### src/rtl/hc595_rx.sv
// hc595_rx: decodes the 14-bit 74HC595 ds/shcp/stcp stream back into sel/seg (optional err_cnt via HC595_RX_ERR_CNT_EN)
module hc595_rx #(
  parameter int SYNC_STAGES = 2,
  parameter int FRAME_BITS  = 14
) (
  input  logic       sys_clk,
  input  logic       sys_rst_n,
  input  logic       ds,
  input  logic       shcp,
  input  logic       stcp,
  input  logic       oe,
  output logic [5:0] sel,
  output logic [7:0] seg,
  output logic       frame_vld,
  output logic       frame_err,
  output logic [7:0] err_cnt
);
  logic [3:0]  sync [SYNC_STAGES];
  logic        ds_s, shcp_s, stcp_s, oe_s, shcp_p, stcp_p, shcp_r, stcp_r;
  logic [13:0] shift_reg, shift_nx, latch_reg;
  logic [3:0]  bit_cnt, cnt_nx;
  logic        take, upd, bad;
  logic [7:0]  seg_dec;

  assign {oe_s, stcp_s, shcp_s, ds_s} = sync[SYNC_STAGES-1];

  // all four lines share one chain depth so ds stays aligned with shcp
  always_ff @(posedge sys_clk or negedge sys_rst_n)
    if (!sys_rst_n) begin
      for (int i = 0; i < SYNC_STAGES; i++) sync[i] <= '0;
      shcp_p <= 1'b0;
      stcp_p <= 1'b0;
    end else begin
      sync[0] <= {oe, stcp, shcp, ds};
      for (int i = 1; i < SYNC_STAGES; i++) sync[i] <= sync[i-1];
      shcp_p <= shcp_s;
      stcp_p <= stcp_s;
    end

  // edge detect; a shift coincident with a latch is applied before the latch sees it
  always_comb begin
    shcp_r   = shcp_s & ~shcp_p;
    stcp_r   = stcp_s & ~stcp_p;
    shift_nx = shcp_r ? {ds_s, shift_reg[13:1]} : shift_reg;
    cnt_nx   = shcp_r ? ((bit_cnt == 4'd15) ? 4'd15 : 4'(bit_cnt + 4'd1)) : bit_cnt;
    take     = stcp_r && (cnt_nx != 4'd0);
  end

  // frame bit order: data[5:0] -> sel, data[6..13] -> seg[7..0]
  always_comb begin
    seg_dec = '0;
    for (int i = 0; i < 8; i++) seg_dec[7-i] = latch_reg[6+i];
  end

  // shifter, bit counter and storage latch; stcp with no bits shifted is the driver's start-up pulse
  always_ff @(posedge sys_clk or negedge sys_rst_n)
    if (!sys_rst_n) begin
      shift_reg <= '0;
      bit_cnt   <= '0;
      latch_reg <= '0;
      upd       <= 1'b0;
      bad       <= 1'b0;
    end else begin
      shift_reg <= shift_nx;
      bit_cnt   <= stcp_r ? 4'd0 : cnt_nx;
      upd       <= take;
      bad       <= take && (cnt_nx != 4'(FRAME_BITS));
      if (take) latch_reg <= shift_nx;
    end

  // registered outputs; oe blanks the display without disturbing the latch
  always_ff @(posedge sys_clk or negedge sys_rst_n)
    if (!sys_rst_n) begin
      sel       <= '0;
      seg       <= '0;
      frame_vld <= 1'b0;
      frame_err <= 1'b0;
    end else begin
      sel       <= oe_s ? 6'd0 : latch_reg[5:0];
      seg       <= oe_s ? 8'd0 : seg_dec;
      frame_vld <= upd;
      frame_err <= bad;
    end

`ifdef HC595_RX_ERR_CNT_EN
  logic [7:0] err_q;
  // saturating count of malformed frames, cleared only by reset
  always_ff @(posedge sys_clk or negedge sys_rst_n)
    if (!sys_rst_n) err_q <= '0;
    else if (frame_err && err_q != 8'hFF) err_q <= err_q + 8'd1;
  assign err_cnt = err_q;
`else
  assign err_cnt = 8'd0;
`endif
endmodule
### config.mk
export PLATFORM = sky130hd
export DESIGN_NAME = hc595_rx
export DESIGN_NICKNAME = d
export VERILOG_FILES = /design/src/rtl/hc595_rx.sv
export SDC_FILE = /design/constraint.sdc
export NUM_CORES = 1
export LEC_CHECK = 0
export ABC_AREA = 1
export CAP_MARGIN = 0
export CORE_MARGIN = 2
export CORE_UTILIZATION = 45
export CTS_BUF_LIST = sky130_fd_sc_hd__clkbuf_2 sky130_fd_sc_hd__clkbuf_4 sky130_fd_sc_hd__clkbuf_8
export DETAILED_ROUTE_END_ITERATION = 10
export GPL_TIMING_DRIVEN = 0
export PLACE_DENSITY = 0.73
export SLEW_MARGIN = 25
export SYNTH_ARGS = -nofsm -noshare
export SYNTH_HDL_FRONTEND = slang
export SYNTH_SLANG_ARGS = --single-unit
### constraint.sdc
create_clock -name sys_clk -period 2.9 [get_ports sys_clk]
set_clock_uncertainty 0.15 [all_clocks]
set_input_delay 0.58 -clock sys_clk [delete_from_list [all_inputs] [get_ports sys_clk]]
set_output_delay 0.58 -clock sys_clk [all_outputs]
set_load 0.01 [all_outputs]
==> reports/qor.csv <==
metric;value;unit
Max Fanout on Critical Path;1;
worst reg2reg setup slack;1.07;ns
nature of the critical path startpoint;register;
Worst Path Class, Setup;register to output pin;
hold buffer count at cts;1;
hold path cells;0;
Commonest cells post-synth;60 x sky130_fd_sc_hd__dfrtp_1, 50 x sky130_fd_sc_hd__nand2_1, 27 x sky130_fd_sc_hd__inv_1;
maximum number of pins on one net before global-route repair;55;
clock-pin slew of the registers on the worst-case setup and hold paths;0.06;ns
Critical-path top delay cell;sky130_fd_sc_hd__clkdlybuf4s50_1;
total via count in the routed design;1487;
fraction of synthesized area in multiplexers;0;%
most frequent cell after synthesis;sky130_fd_sc_hd__dfrtp_1;
Initial Util;47.5;%
max-cap viol count;0;
buffer type at the clock tree root;sky130_fd_sc_hd__clkbuf_8;
sort of element at the end of the critical path;output pin;
area growth from synthesis to layout;24.0;%
dominant delay contributor by cell family on the critical path;buffers and inverters;
worst skew pair latency;0.33;ns
post-route core utilization;58.9;%
complex-gate fraction of the synthesized area;3.50;%
cell total after placement;322;
share of the yosys chip area belonging to registers;65.6;%
length in cells of the worst reg-to-reg path;9;
number of warnings printed during yosys synthesis;0;
top cells by area, synth;sky130_fd_sc_hd__dfrtp_1 66%, sky130_fd_sc_hd__nand2_1 8.2%, sky130_fd_sc_hd__inv_1 4.4%;
Worst R2R End;latch_reg[4];
total power of the final layout;2.03;mW
final HPWL from detailed placement;2.44;mm
Detailed Route Iter0 Violations;68;
fill cell total of the finished layout;429;
DP Worst Slack;1.07;ns
number of nets with antenna violations after routing;0;
area of the core;4820;um2
CTS buffer count;9;
Final WS setup;0.981;ns
count of standard-cell rows;25;
post-synthesis share of cell area spent on and, or, nand and nor gates;20.7;%
Reg power frac;50.2;%
launch point of the worst path;frame_err;
internal portion of total power;1.51;mW
Antenna diodes;0;
mean routed wirelength per cell;10.5;um
RSZ-0062 raised after global routing;false;
first-pass GRT wire length;6.22;mm
Longest Clk Path Bufs;2;
number of detailed-route iterations in the first pass;4;
flop and latch count out of synthesis;60;
fraction of power consumed by combinational cells;15.1;%
chip width;75.3;um
Critical Path Stages;1;
initial antenna violation count;0;
setup TNS after final layout;0;ns
post-route DRC violation count;0;
weighted congestion at the end of routability-driven global placement;0.768;
post-CTS setup buffer count;0;
post-synthesis instance area;2290;um2
share of synthesized registers carrying an async set or reset;100;%
mean instance size in the synthesized netlist;10.1;um2
PD cells;717;nW/um2
WP data required;2.17;ns
critical path data arrival time;1.19;ns
Final Max Slew Viols;0;
Reg2Reg Launch Point;bit_cnt[0];
I/O pin count;30;
commonest register cell after synthesis;sky130_fd_sc_hd__dfrtp_1;
H-tree depth;3;
total number of clock tree sinks;60;
# port buffers;21;
TritonCTS clock tree;done;
outcome;completed;
Critical Path Sink;frame_err;
adder-cell share of the synthesized area;0.547;%
Congestion Overflow GR;0;
fraction of synthesized cell area taken by the top area cell type;65.6;%
share of the clock period used by the worst path;66.2;%
number of global-route vias before repair;1438;
GRT Resource Usage Total;15.4;%
Hold Vio Cnt, Final;0;
number of endpoints failing setup at the final stage;0;
combinational family with the most area after synthesis;simple AND/OR/NAND/NOR gates;
XOR/XNOR share of the synthesized area;0;%
Static Leak;1.44;nW
Max Freq;521;MHz
number of enable flip-flop cells after synthesis;0;
number of cells upsized or downsized after cts;0;
die height;75.3;um
VDD IR-drop max;345;uV
share of final-layout standard cells stronger than drive strength 1;16.9;%
highest cell delay on the worst timing path;0.53;ns
most area-hungry cell type in the Yosys netlist;sky130_fd_sc_hd__dfrtp_1;
final non-filler cell total;339;
HP Class;register to register;
count of distinct cell types in the synthesized netlist;20;
clock power share;34.7;%
WL final;3.56;mm
drt via density;4.39;
fraction of power spent switching nets;25.7;%
cells along the critical path;clkdlybuf4s50_1;
Die Area;5670;um2
switching pwr;0.523;mW
Total Nets Final;274;
minimum period implied by the final worst setup slack;1.92;ns
Cells after Synth;226;
Buf+Inv Stages, Crit Path;1;
logic make-up after synthesis:
kind of cell	count (synthesis)
AND/OR/NAND/NOR	104
AO/OA/AOI/OAI	16
adder cells (fa/ha/maj)	1
flip-flops	60
other	1
buffers and inverters	44
metrics by stage:
stage          hold slack, ns  cell area (um2)
6_report                0.197             2840
5_1_grt                 0.201             2840
3_5_place_dp            0.185             2630
3_3_place_gp            0.182             2610
2_1_floorplan           0.134             2310
4_1_cts                 0.198             2840
area by class of cell:
| type | instances | area (um2) | area share, % |
|---|---|---|---|
| Buffer | 14 | 104 | 3.66 |
| Sequential cell | 60 | 1500 | 53.0 |
| Inverter | 30 | 113 | 3.97 |
| Multi-Input combinational cell | 129 | 596 | 21.0 |
| Tap cell | 67 | 83.8 | 2.96 |
| Timing Repair Buffer | 23 | 245 | 8.65 |
| Clock buffer | 15 | 188 | 6.62 |
| Clock inverter | 1 | 5.00 | 0.177 |
how the worst min path moves through the flow:
stage / start / end / slack [ns]
4_1_cts: upd / frame_vld / 0.20
3_3_place_gp: sync[4] / ds_s / 0.18
6_report: upd / frame_vld / 0.20
5_1_grt: bad / frame_err / 0.20
3_5_place_dp: bad / frame_err / 0.18
2_1_floorplan: sys_rst_n / bad / 0.13
layout by cell type, fill, tap and decap left out:
cell type / count
sky130_fd_sc_hd__nand3_1: 18
sky130_fd_sc_hd__a21oi_1: 3
sky130_fd_sc_hd__clkbuf_1: 3
sky130_fd_sc_hd__nor2_1: 19
sky130_fd_sc_hd__nand2_1: 50
sky130_fd_sc_hd__clkinv_2: 1
sky130_fd_sc_hd__buf_12: 1
sky130_fd_sc_hd__nor2_2: 2
sky130_fd_sc_hd__nand3b_1: 2
sky130_fd_sc_hd__nand2_2: 10
sky130_fd_sc_hd__clkdlybuf4s50_1: 20
sky130_fd_sc_hd__buf_4: 10
sky130_fd_sc_hd__clkbuf_8: 12
sky130_fd_sc_hd__clkbuf_4: 3
sky130_fd_sc_hd__buf_2: 1
sky130_fd_sc_hd__o21ai_0: 13
sky130_fd_sc_hd__inv_2: 2
sky130_fd_sc_hd__ha_1: 1
sky130_fd_sc_hd__dfrtp_1: 60
sky130_fd_sc_hd__buf_16: 1
sky130_fd_sc_hd__inv_1: 27
sky130_fd_sc_hd__nor2_4: 1
sky130_fd_sc_hd__dlygate4sd3_1: 1
sky130_fd_sc_hd__conb_1: 8
sky130_fd_sc_hd__clkinv_1: 1
sky130_fd_sc_hd__nand2_4: 2
power groups by stage:
| stage | clock, mW | sequential (mW) | combinational (mW) |
|---|---|---|---|
| 6_report | 0.704 | 1.02 | 0.307 |
| 2_1_floorplan | 0 | 1.04 | 0.181 |
| 3_3_place_gp | 0 | 1.03 | 0.297 |
| 4_1_cts | 0.724 | 1.02 | 0.314 |
| 3_5_place_dp | 0 | 1.04 | 0.311 |
| 5_1_grt | 0.754 | 1.04 | 0.356 |
per-layer routing:
layer	vias to the layer above	routed length, um	global-route usage, %
li1	756	-	-
met1	694	1590	17.4
met2	29	1730	25.3
met3	8	173	4.37
met4	0	73	10.5
met5	-	0	0
Power figures use the tool's default switching activity.
